==> src/rtl/branch_predictor.sv <==
// Direct-mapped branch target buffer with a 2-bit saturating direction
// counter per entry. Lookup is purely combinational from stored state; a
// resolved branch trains the table on the following clock edge. Two saturating
// counters track resolved branches and correct direction predictions.
module branch_predictor #(
  parameter int unsigned ENTRIES = 16
) (
  input  logic        clk,
  input  logic        reset,
  input  logic [31:0] lookup_pc,
  output logic        predict_taken,
  output logic [31:0] predict_target,
  input  logic        update_valid,
  input  logic [31:0] update_pc,
  input  logic        update_taken,
  input  logic [31:0] update_target,
  output logic [15:0] stat_updates,
  output logic [15:0] stat_correct
);

  localparam int unsigned IndexBits = $clog2(ENTRIES);
  localparam int unsigned TagBits   = 30 - IndexBits;

  logic                 valid_q  [ENTRIES];
  logic [TagBits-1:0]   tag_q    [ENTRIES];
  logic [31:0]          target_q [ENTRIES];
  logic [1:0]           ctr_q    [ENTRIES];

  logic [15:0] stat_updates_q, stat_updates_d;
  logic [15:0] stat_correct_q, stat_correct_d;

  logic [IndexBits-1:0] lk_idx;
  logic [TagBits-1:0]   lk_tag;
  logic                 lk_hit;

  logic [IndexBits-1:0] up_idx;
  logic [TagBits-1:0]   up_tag;
  logic                 up_hit;
  logic                 up_pred_taken;
  logic                 up_correct;
  logic [1:0]           up_ctr_next;

  assign lk_idx = lookup_pc[IndexBits+1:2];
  assign lk_tag = lookup_pc[31:IndexBits+2];
  assign up_idx = update_pc[IndexBits+1:2];
  assign up_tag = update_pc[31:IndexBits+2];

  // Fetch-side prediction; falls through to the sequential PC unless taken.
  always_comb begin
    lk_hit         = valid_q[lk_idx] && (tag_q[lk_idx] == lk_tag);
    predict_taken  = lk_hit && ctr_q[lk_idx][1];
    predict_target = predict_taken ? target_q[lk_idx] : (lookup_pc + 32'd4);
  end

  // Resolve-side view of the pre-update entry and its trained counter value.
  always_comb begin
    up_hit        = valid_q[up_idx] && (tag_q[up_idx] == up_tag);
    up_pred_taken = up_hit && ctr_q[up_idx][1];
    up_correct    = (up_pred_taken == update_taken);
    up_ctr_next   = ctr_q[up_idx];
    if (update_taken) begin
      if (ctr_q[up_idx] != 2'b11) up_ctr_next = ctr_q[up_idx] + 2'd1;
    end else begin
      if (ctr_q[up_idx] != 2'b00) up_ctr_next = ctr_q[up_idx] - 2'd1;
    end
  end

  // Table training: hits move the counter, taken misses allocate (evicting aliases).
  always_ff @(posedge clk) begin
    if (reset) begin
      for (int i = 0; i < int'(ENTRIES); i++) begin
        valid_q[i]  <= 1'b0;
        tag_q[i]    <= '0;
        target_q[i] <= '0;
        ctr_q[i]    <= 2'b00;
      end
    end else if (update_valid) begin
      if (up_hit) begin
        ctr_q[up_idx] <= up_ctr_next;
        if (update_taken) target_q[up_idx] <= update_target;
      end else if (update_taken) begin
        valid_q[up_idx]  <= 1'b1;
        tag_q[up_idx]    <= up_tag;
        target_q[up_idx] <= update_target;
        ctr_q[up_idx]    <= 2'b10;
      end
    end
  end

  // Saturating statistics next-state.
  always_comb begin
    stat_updates_d = stat_updates_q;
    stat_correct_d = stat_correct_q;
    if (update_valid) begin
      if (stat_updates_q != 16'hFFFF) stat_updates_d = stat_updates_q + 16'd1;
      if (up_correct && (stat_correct_q != 16'hFFFF)) stat_correct_d = stat_correct_q + 16'd1;
    end
  end

  // Statistics registers.
  always_ff @(posedge clk) begin
    if (reset) begin
      stat_updates_q <= '0;
      stat_correct_q <= '0;
    end else begin
      stat_updates_q <= stat_updates_d;
      stat_correct_q <= stat_correct_d;
    end
  end

  assign stat_updates = stat_updates_q;
  assign stat_correct = stat_correct_q;

endmodule

==> config.mk <==
export PLATFORM = sky130hd
export DESIGN_NAME = branch_predictor
export DESIGN_NICKNAME = d
export VERILOG_FILES = /design/src/rtl/branch_predictor.sv
export SDC_FILE = /design/constraint.sdc
export NUM_CORES = 2
export LEC_CHECK = 0
export ABC_AREA = 1
export CORE_MARGIN = 2
export CORE_UTILIZATION = 45
export CTS_CLUSTER_DIAMETER = 40
export DETAILED_ROUTE_END_ITERATION = 6
export PLACE_DENSITY = 0.7
export SLEW_MARGIN = 10
export SYNTH_ARGS = -nofsm -noshare
export SYNTH_HDL_FRONTEND = slang
export SYNTH_SLANG_ARGS = --single-unit
==> constraint.sdc <==
create_clock -name clk -period 5.4 [get_ports clk]
set_input_delay 0.81 -clock clk [delete_from_list [all_inputs] [get_ports clk]]
set_output_delay 0.81 -clock clk [all_outputs]
set_load 0.01 [all_outputs]
==> run metrics <==
status=complete, but fails checks; failing checks=design-rule violations; Worst-path clk slew=0.05 ns; Final Critical Period=5.28 ns; Post-synth ARST share=0; Hold Fails Final Rpt=0; worst vdd ir=0.268 mV; Routed Antenna Nets=0; Worst R2R Start=tag_q[13][25]$_SDFFCE_PN0P_; fin cells=7604; leading area contributor after synthesis=edfxtp_1; Post-Syn Instances=5923; # setup viols final=0; wire length of the first global-routing pass=266 mm; CTS Buf Count=140; Yosys cell types=51; number of synthesis warnings=0; Via density=5.93; Worst slew margin=0.207; mapped cell area=51600 um^2; mean routed wirelength per cell=24.0 um; Setup Total Neg Slack=0 ns; Combinational Power Share=0.103; synth top area cells=edfxtp_1 56%, nor2_1 10%, nand2_1 9.2%, o21ai_0 6.4%, inv_1 2.2%; # rows=124; postcts setup bufs=0; GR Overflow Total=0; syn nets=6026; worst slew pin tran=1.19 ns; clock network power share=0.464; I/O Pins=165; Leak Pwr=0.0237 uW; worst-case clock buffer depth=3; switching share of power=0.258; initial antenna violation count=2; register area share after synthesis=0.578; Worst setup SP type=input pin; Die Y=343 um; Commonest cells post-synth=1411 x nor2_1, 1265 x nand2_1, 960 x edfxtp_1, 660 x o21ai_0, 296 x inv_1; CP Class=in2out; reg2reg end=tag_q[0][4]$_SDFFCE_PN0P_; Hold Path Depth=2; Final WS setup=0.115 ns; final net count=6079; Slew Viols, Final=0; most common cell in the netlist=nor2_1; Post-route DRC=2; Flop pwr share=0.433; largest net degree at the start of global routing=192; share of layout cells above drive strength 1=0.0836; Core Footprint=114000 um^2; most used flip-flop cell after synthesis=edfxtp_1; Setup Slack @ Placement=0.0895 ns; hpwl dp=109 mm; Reg area=29800 um^2; reg2reg path depth=19; FF-to-FF setup slack=2.00 ns; root buf cell=clkbuf_16; Hold EP=valid_q[0]$_DFF_P_; final period utilization=0.979; TritonCTS Sinks=1008; share of the synthesized area in the top cell type=0.559; clock latency on the worst-skew pair=0.76 ns; internal power=15500 uW; Hold Path Class=reg2reg; Fmax achieved=0.189 GHz; First DRT Iteration DRCs=7041; Layout area overhead=16.5%; area of the multi-input gates=18500 um^2; Avg Cell Area, Syn=8.71 um^2; number of global-route vias before repair=42100; die width=343 um; n_diodes=0; Initial Utilization=0.452; DR pass1 iterations=7; Crit path arrival time=4.47 ns; Post-synth EDFFs=960; CTS tree=yes; Critical Path RT=4.59 ns; clk_skew=0.0334 ns; RSZ-0062 raised after global routing=false; IO Port Bufs=162; Design Power=21000 uW; die area=117000 um^2; GR Util All Layers=0.306; MaxCap Viol Count=0; Pwr Density=349 nW/um^2; synthesis-stage register bit count=1008; Routed WL=183 mm; gpl congestion=0.959; CP max FO=54; CTS H-tree lvls=4; Psw=5420 uW; Hold Slack=0.462 ns; worst hold start=valid_q[0]$_DFF_P_; Vias=45100; Crit. End Element=output port; Fillers=10100; placed insts=7346
==> per-stage QoR <==
stage	instance area (um^2)	utilization
after CTS	60100	0.527
after floorplan	51600	-
after global routing	60100	0.527
after detailed placement	55100	0.483
final	60100	0.527
after global placement	55100	0.483
==> kinds of logic after synthesis <==
group	share of synthesized area
AND/OR/NAND/NOR	0.230
adder cells (fa/ha/maj)	0.000728
XOR/XNOR	0.00781
flip-flops	0.578
AO/OA/AOI/OAI	0.117
buffers and inverters	0.0663
==> what timing repair did <==
item	in CTS	in global routing
hold buffers	0	0
resized for setup	0	3
endpoints found under the setup margin	0	9
==> cell usage in the layout, fill, tap and decap left out, types with 23 or more instances in the layout <==
master and n:
nand2_2 42, buf_4 140, inv_1 296, edfxtp_1 960
a21oi_1 197, o211ai_1 30, clkbuf_16 141, clkinv_1 39
xor2_1 35, o21ai_0 659, o221ai_1 64, buf_12 50
clkdlybuf4s50_1 156, bufinv_16 23, nor2_1 1408, o22ai_1 76
dfxtp_1 48, nand3_1 178, nand2_1 1233, o21ai_1 54
nand4_1 51
==> worst max path at each step <==
stage                            start            endpoint  slack [ns]  cells past startpoint
after floorplan           lookup_pc[2]  predict_target[25]        1.69                     18
after global placement    lookup_pc[5]  predict_target[30]        0.04                     16
after detailed placement  lookup_pc[5]  predict_target[30]        0.09                     16
after CTS                 lookup_pc[5]  predict_target[30]        0.04                     16
after global routing      lookup_pc[2]   predict_target[9]        0.02                     19
final                     lookup_pc[2]   predict_target[9]        0.12                     19
==> critical path: stages <==
cell             delay (ns)
buf_8                  0.15
buf_12                 0.32
buf_4                  0.29
nor2_1                 0.07
nor2_1                 0.09
o21ai_0                0.10
o211ai_1               0.11
nand3_1                0.29
nand4_1                0.19
nand2_1                0.08
a21oi_1                0.13
nand4_1                0.12
nor2_1                 0.21
nand2_2                0.11
nor2_4                 0.14
buf_4                  0.17
nor2_1                 0.04
nor2_1                 0.37
clkdlybuf4s50_1        0.63
==> registers in the layout (all words and copies together), names as in the netlist <==
register	count
ctr_q	32
stat_correct	16
target_q	512
valid_q	16
tag_q	416
stat_updates	16
==> per-layer routing <==
metal	track usage	vias up	share of wire
li1	-	20000	-
met1	0.406	21200	0.37
met2	0.465	3315	0.44
met3	0.0788	589	0.14
met4	0.154	4	0.054
met5	0	-	0.00013
==> layout make-up <==
class                      instances  share of cell area
tap                             1512              0.0315
multi-input combinational       4143               0.307
timing repair buffer             350              0.0611
sequential                      1008               0.496
clock buffer                     159              0.0599
inverter                         333              0.0213
clock inverter                    99              0.0227
==> power by group through the flow <==
stage	logic, uW	clock network [uW]	registers, uW
floorplan	1230	0	9200
global route	2290	10100	9120
detailed placement	2070	0	9230
global placement	2050	0	9220
finish	2150	9730	9090
CTS	2090	9750	9080
Power figures use the tool's default switching activity.
